## config.mk

```make
export PLATFORM = sky130hd
export DESIGN_NAME = muldiv_unit
export DESIGN_NICKNAME = d
export VERILOG_FILES = /design/src/rtl/muldiv_unit.sv
export SDC_FILE = /design/constraint.sdc
export NUM_CORES = 1
export LEC_CHECK = 0
export ABC_AREA = 1
export BUFFER_PORTS_ARGS = -buffer_cell sky130_fd_sc_hd__clkbuf_2
export CELL_PAD_IN_SITES_DETAIL_PLACEMENT = 1
export CELL_PAD_IN_SITES_GLOBAL_PLACEMENT = 1
export CORE_ASPECT_RATIO = 2
export CORE_MARGIN = 2
export CORE_UTILIZATION = 46
export CTS_CLUSTER_SIZE = 10
export DETAILED_ROUTE_END_ITERATION = 6
export GPL_TIMING_DRIVEN = 0
export PLACE_DENSITY_LB_ADDON = 0.15
export REMOVE_ABC_BUFFERS = 1
export SYNTH_ARGS = -nofsm -noshare
export SYNTH_HDL_FRONTEND = slang
export SYNTH_SLANG_ARGS = --single-unit
```

## constraint.sdc

```tcl
create_clock -name clock -period 6.7 [get_ports clock]
set_input_delay 0.67 -clock clock [delete_from_list [all_inputs] [get_ports clock]]
set_output_delay 0.67 -clock clock [all_outputs]
set_load 0.1 [all_outputs]
```

## src/rtl/muldiv_unit.sv

```systemverilog
// Iterative RISC-V M-extension multiply/divide unit, one bit per cycle, valid/ready on both sides.
// Define MULDIV_DIV_EN to include the divider; without it divide ops complete at once with result 0.
module muldiv_unit #(
    parameter int WIDTH = 32
) (
    input  logic             clock,
    input  logic             reset,
    input  logic             in_valid,
    output logic             in_ready,
    input  logic [2:0]       op,
    input  logic [WIDTH-1:0] a,
    input  logic [WIDTH-1:0] b,
    input  logic             kill,
    output logic             out_valid,
    input  logic             out_ready,
    output logic [WIDTH-1:0] result
);
    localparam int               CNT_W     = $clog2(WIDTH) + 1;
    localparam logic [CNT_W-1:0] LAST_ITER = CNT_W'(WIDTH - 1);
    localparam logic [WIDTH-1:0] MOST_NEG  = {1'b1, {(WIDTH-1){1'b0}}};

    localparam logic [2:0] OP_MUL    = 3'b000;
    localparam logic [2:0] OP_MULH   = 3'b001;
    localparam logic [2:0] OP_MULHSU = 3'b010;
    localparam logic [2:0] OP_DIV    = 3'b100;
    localparam logic [2:0] OP_REM    = 3'b110;

    typedef enum logic [1:0] {IDLE, CALC, DONE} state_t;

    state_t             r_state;
    state_t             w_state_next;
    logic [CNT_W-1:0]   r_cnt;
    logic [2:0]         r_op;
    logic [2*WIDTH-1:0] r_prod;
    logic [WIDTH-1:0]   r_opnd;
    logic               r_neg;
    logic [WIDTH-1:0]   r_result;

    logic               w_accept;
    logic               w_iterate;
    logic               w_last;
    logic               w_a_neg;
    logic               w_b_neg;
    logic [WIDTH-1:0]   w_a_mag;
    logic [WIDTH-1:0]   w_b_mag;
    logic               w_fast;
    logic [WIDTH-1:0]   w_fast_result;
    logic [WIDTH:0]     w_sum;
    logic [2*WIDTH-1:0] w_mul_next;
    logic [2*WIDTH-1:0] w_prod_signed;
    logic [2*WIDTH-1:0] w_step;
    logic [WIDTH-1:0]   w_final;

    assign in_ready  = (r_state == IDLE);
    assign out_valid = (r_state == DONE);
    assign result    = r_result;

    assign w_accept  = (r_state == IDLE) && in_valid && !kill;
    assign w_iterate = (r_state == CALC) && !kill;
    assign w_last    = (r_cnt == LAST_ITER);

    assign w_a_neg = a[WIDTH-1] &&
                     (op == OP_MULH || op == OP_MULHSU || op == OP_DIV || op == OP_REM);
    assign w_b_neg = b[WIDTH-1] && (op == OP_MULH || op == OP_DIV || op == OP_REM);
    assign w_a_mag = w_a_neg ? -a : a;
    assign w_b_mag = w_b_neg ? -b : b;

    // Shift-add step: add multiplicand into the upper half when the current multiplier bit is set.
    assign w_sum         = {1'b0, r_prod[2*WIDTH-1:WIDTH]} + (r_prod[0] ? {1'b0, r_opnd} : '0);
    assign w_mul_next    = {w_sum, r_prod[WIDTH-1:1]};
    assign w_prod_signed = r_neg ? -w_mul_next : w_mul_next;

`ifdef MULDIV_DIV_EN
    logic               r_neg_rem;
    logic [WIDTH:0]     w_trial;
    logic [2*WIDTH-1:0] w_div_next;
    logic [WIDTH-1:0]   w_quo;
    logic [WIDTH-1:0]   w_rem;
    logic               w_div_zero;
    logic               w_div_ovf;

    // r_prod holds {remainder, dividend/quotient}; the trial subtract's sign bit is the restore decision.
    assign w_trial    = {r_prod[2*WIDTH-1:WIDTH], r_prod[WIDTH-1]} - {1'b0, r_opnd};
    assign w_div_next = w_trial[WIDTH] ? {r_prod[2*WIDTH-2:0], 1'b0}
                                       : {w_trial[WIDTH-1:0], r_prod[WIDTH-2:0], 1'b1};
    assign w_quo      = w_div_next[WIDTH-1:0];
    assign w_rem      = w_div_next[2*WIDTH-1:WIDTH];

    assign w_div_zero    = (b == '0);
    assign w_div_ovf     = (op == OP_DIV || op == OP_REM) && (a == MOST_NEG) && (b == '1);
    assign w_fast        = op[2] && (w_div_zero || w_div_ovf);
    assign w_fast_result = op[1] ? (w_div_zero ? a : '0) : (w_div_zero ? '1 : MOST_NEG);

    assign w_step  = r_op[2] ? w_div_next : w_mul_next;
    assign w_final = !r_op[2] ? ((r_op == OP_MUL) ? w_prod_signed[WIDTH-1:0]
                                                  : w_prod_signed[2*WIDTH-1:WIDTH])
                   : r_op[1]  ? (r_neg_rem ? -w_rem : w_rem)
                              : (r_neg ? -w_quo : w_quo);

    always_ff @(posedge clock or posedge reset) begin
        if (reset) begin
            r_neg_rem <= 1'b0;
        end else if (w_accept) begin
            r_neg_rem <= w_a_neg;
        end
    end
`else
    assign w_fast        = op[2];
    assign w_fast_result = '0;
    assign w_step        = w_mul_next;
    assign w_final       = (r_op == OP_MUL) ? w_prod_signed[WIDTH-1:0]
                                            : w_prod_signed[2*WIDTH-1:WIDTH];
`endif

    always_comb begin
        // NOTE: default first so every path assigns the next state and no latch is inferred.
        w_state_next = r_state;
        case (r_state)
            IDLE:    if (in_valid) w_state_next = w_fast ? DONE : CALC;
            CALC:    if (w_last) w_state_next = DONE;
            DONE:    if (out_ready) w_state_next = IDLE;
            default: w_state_next = IDLE;
        endcase
        if (kill) w_state_next = IDLE;
    end

    // NOTE: sequential state uses non-blocking assignments so every register samples pre-edge values.
    always_ff @(posedge clock or posedge reset) begin
        if (reset) begin
            r_state  <= IDLE;
            r_cnt    <= '0;
            r_op     <= '0;
            r_prod   <= '0;
            r_opnd   <= '0;
            r_neg    <= 1'b0;
            r_result <= '0;
        end else begin
            r_state <= w_state_next;
            if (w_accept) begin
                r_op   <= op;
                r_cnt  <= '0;
                r_prod <= {{WIDTH{1'b0}}, w_a_mag};
                r_opnd <= w_b_mag;
                r_neg  <= w_a_neg ^ w_b_neg;
                if (w_fast) r_result <= w_fast_result;
            end else if (w_iterate) begin
                r_prod <= w_step;
                r_cnt  <= r_cnt + CNT_W'(1);
                if (w_last) r_result <= w_final;
            end
        end
    end

endmodule
```

==> out/results.ini <==
[status]
status = completed

[routing]
drc_errors = 0
routed_wl_um = 44000
drt-wirelength-per-cell_um = 18.5
drt_iter0_drc = 573
firstDrtPassIters = 6
vias_per_cell = 5.56
antenna_left = 0
vias = 13200

[cells_and_area]
drive_above_1_share_pct = 10.8
fin_cells = 2374
insertedDiodeCount = 0
nets = 2130
design_area_mm2 = 0.0134
syn_to_final_growth_pct = 11.8

[pwr]
switching_share_pct = 47.3
clkPwrFrac_pct = 23.6
p_switching_mw = 1.92
p_seq_share_pct = 29.1
pwr_density_cell_mw_per_mm2 = 302
p_int_mw = 2.14
p_comb_share_pct = 47.3
power_leakage_nw = 7.36
max-vdd-ir-drop_mv = 0.174

[clock_tree]
cts_sinks = 140
post_cts_resized = 0
clkSlewWorstSetupHoldPaths_ns = 0.07
post_cts_buffers = 0
ctsLongestPathBuffers = 2
cts_made_buffers = 17
root_buffer = clkbuf_16
hold_buffers = 0
htreeDepth = 4
clk_latency_ns = 0.47
tritoncts = done

[critical_path]
r2r_cells = 18
critPathTopFamily = simple AND/OR/NAND/NOR gates
cpPeakStageDelay_ns = 0.83
crit_required_ns = 7.05
path_buf_inv = 1
r2r_start = r_prod[0]
end_kind = register
r2r-end = result[31]
cpMaxStageDelayCell = dfrtp_1
arrival_ns = 5.04
r2r_setup_slack_ns = 2.01
worstSetupPathType = reg2reg
cp_num_cells = 18
crit_chain = nand2_1 -> inv_1 -> ha_1 -> fa_1 -> nand3_1 -> nand3_1 -> nand3_1 -> nand3_2 -> xnor2_1 -> nand2_1 -> nor2_2 -> nand2_4 -> nor2_1 -> nand2_1 -> nand3_1 -> nand3_1 -> nand2_1 -> nand2_1
crit_path_end = result[31]
worstSetupStartpoint = r_prod[0]
cp_max_fo = 33
start_kind = register

[floorplan]
die_x_um = 118
coreArea_mm2 = 0.0257
die_area_mm2 = 0.0275
io_pins = 106
rows = 83
start_util_pct = 46.9
die_y_um = 233

[global_routing]
grt_pass1_wl_um = 71600
grt_use_total_pct = 33.1
antenna_found_initial = 0
gr-total-overflow = 0
grt_start_max_net_pins = 74
grt_pass1_vias = 14200

[synthesis]
synth_xor_area_share_pct = 2.99
synth_cell_types = 50
synthTopCellsByArea = dfrtp_1, nand2_1, inv_1, nand3_1, nor2_1
syn_inst = 1950
yosysMostFrequentCell = nand2_1
synth_top_family_by_area = simple AND/OR/NAND/NOR gates
synth_top_cell_area_share_pct = 29.1
synth_seq_area_share_pct = 29.1
ys_dominant_reg_cell = dfrtp_1
syn_area_mm2 = 0.0120
synth_common_cells = nand2_1, inv_1, nor2_1, nand3_1, dfrtp_1
async_flop_share_pct = 100
synthMuxAreaShare_pct = 0
synth_fa_ha_area_share_pct = 3.91
synth_compound_area_share_pct = 12.7
yosys.area_share.simple_pct = 39.7
synth_edf_count = 0
synth_area_leader_cell = dfrtp_1
ys_warn_count = 0
avgSynthCellArea_um2 = 6.17
ys_ff_latch = 140

[sta]
maxSlewViolCount = 0
worstMarginPinSlew_ns = 1.25
post-route-period-util_pct = 70.0
relSlewSlack_pct = 16.0
fin_setup_tns_ns = 0
fin_ws_ns = 2.01
grt_setup_unrepaired = no
finalHoldViolations = 0
period_needed_ns = 4.69
fmax_mhz = 213
finClkSkew_ns = 0.0115
setup_viol = 0

[place]
gp_congestion = 0.950
dp_cells = 2342
pre_cts_ws_ns = 2.13
dp_hpwl_um = 34900
placed_cell_area_mm2 = 0.0129
portBuffers = 105

[flow_run]
cap_violations = 0

[min_path]
hold_path.class = in2async

worst register-to-register path, cell delays in order, from the launching register on:
cell     delay (ns)
dfrtp_1        0.83
nand2_1        0.26
inv_1          0.10
ha_1           0.24
fa_1           0.48
nand3_1        0.14
nand3_1        0.16
nand3_1        0.12
nand3_2        0.21
xnor2_1        0.54
nand2_1        0.22
nor2_2         0.23
nand2_4        0.10
nor2_1         0.21
nand2_1        0.14
nand3_1        0.10
nand3_1        0.24
nand2_1        0.22
nand2_1        0.06
area by class of cell:
| cell class | instances | area [µm²] |
|---|---|---|
| clock buffer | 18 | 439 |
| fill | 3670 | 12200 |
| timing repair buffer | 110 | 624 |
| inverter | 304 | 1150 |
| tap | 340 | 425 |
| sequential | 140 | 3500 |
| clock inverter | 14 | 135 |
| multi-input combinational | 1448 | 7170 |
placed cells by master (no fill, tap or decap), types with 9 or more instances in the layout:
cell,instances
dfrtp_1,139
inv_1,294
a21oi_1,61
clkbuf_2,105
xnor2_1,13
o21ai_0,124
a31oi_1,9
xor2_1,28
nand3_1,166
nand2_2,21
nand2_1,642
clkbuf_16,17
nand4_1,20
ha_1,36
o221ai_1,31
nor3_1,36
nand3_2,11
nor2_1,170
nor2_2,12
power by group through the flow:
stage                     Combinational, mW  Sequential (mW)  Clock, mW
after global placement                 1.79             1.20          0
after global routing                   2.17             1.21      0.999
after detailed placement               1.89             1.19          0
final                                  1.92             1.18      0.958
after floorplan                        1.34             1.15          0
after CTS                              1.92             1.18      0.967
kinds of logic after synthesis:
family | count (synthesis)
XOR/XNOR | 41
AND/OR/NAND/NOR | 1111
adder cells (fa/ha/maj) | 37
buffers and inverters | 362
AO/OA/AOI/OAI | 259
flip-flops | 140
per-layer routing:
metal / track usage [%] / vias up / share of wire (%)
met5: 0 / - / 0
met4: 24.4 / 0 / 7.7
met3: 3.77 / 163 / 3.0
met2: 64.6 / 316 / 55
met1: 31.0 / 6371 / 34
li1: - / 6361 / -
state kept, by name, indices dropped and copies added (netlist names):
| signal | cells |
|---|---|
| r_cnt | 6 |
| r_prod | 64 |
| r_opnd | 32 |
| result | 32 |
| r_state | 2 |
| r_neg | 1 |
| r_op | 3 |
worst min path at each step:
stage               start          to  slack (ns)  cells after the start
4_1_cts             reset   result[4]        0.32                      2
3_3_place_gp   result[15]  result[15]        0.46                      2
3_5_place_dp   result[12]  result[12]        0.47                      2
2_1_floorplan    r_cnt[2]    r_cnt[2]        0.45                      1
5_1_grt             reset  r_state[1]        0.35                      2
6_report            reset  r_state[1]        0.27                      2
metrics by stage:
stage	utilization [%]	total power [mW]	hold slack, ns
floorplan	-	2.49	0.445
finish	52.4	4.06	0.273
CTS	52.4	4.06	0.322
detailed placement	50.2	3.08	0.472
global route	52.4	4.38	0.349
global placement	49.7	2.99	0.465
Note: power is estimated with default switching activity, not from simulation.
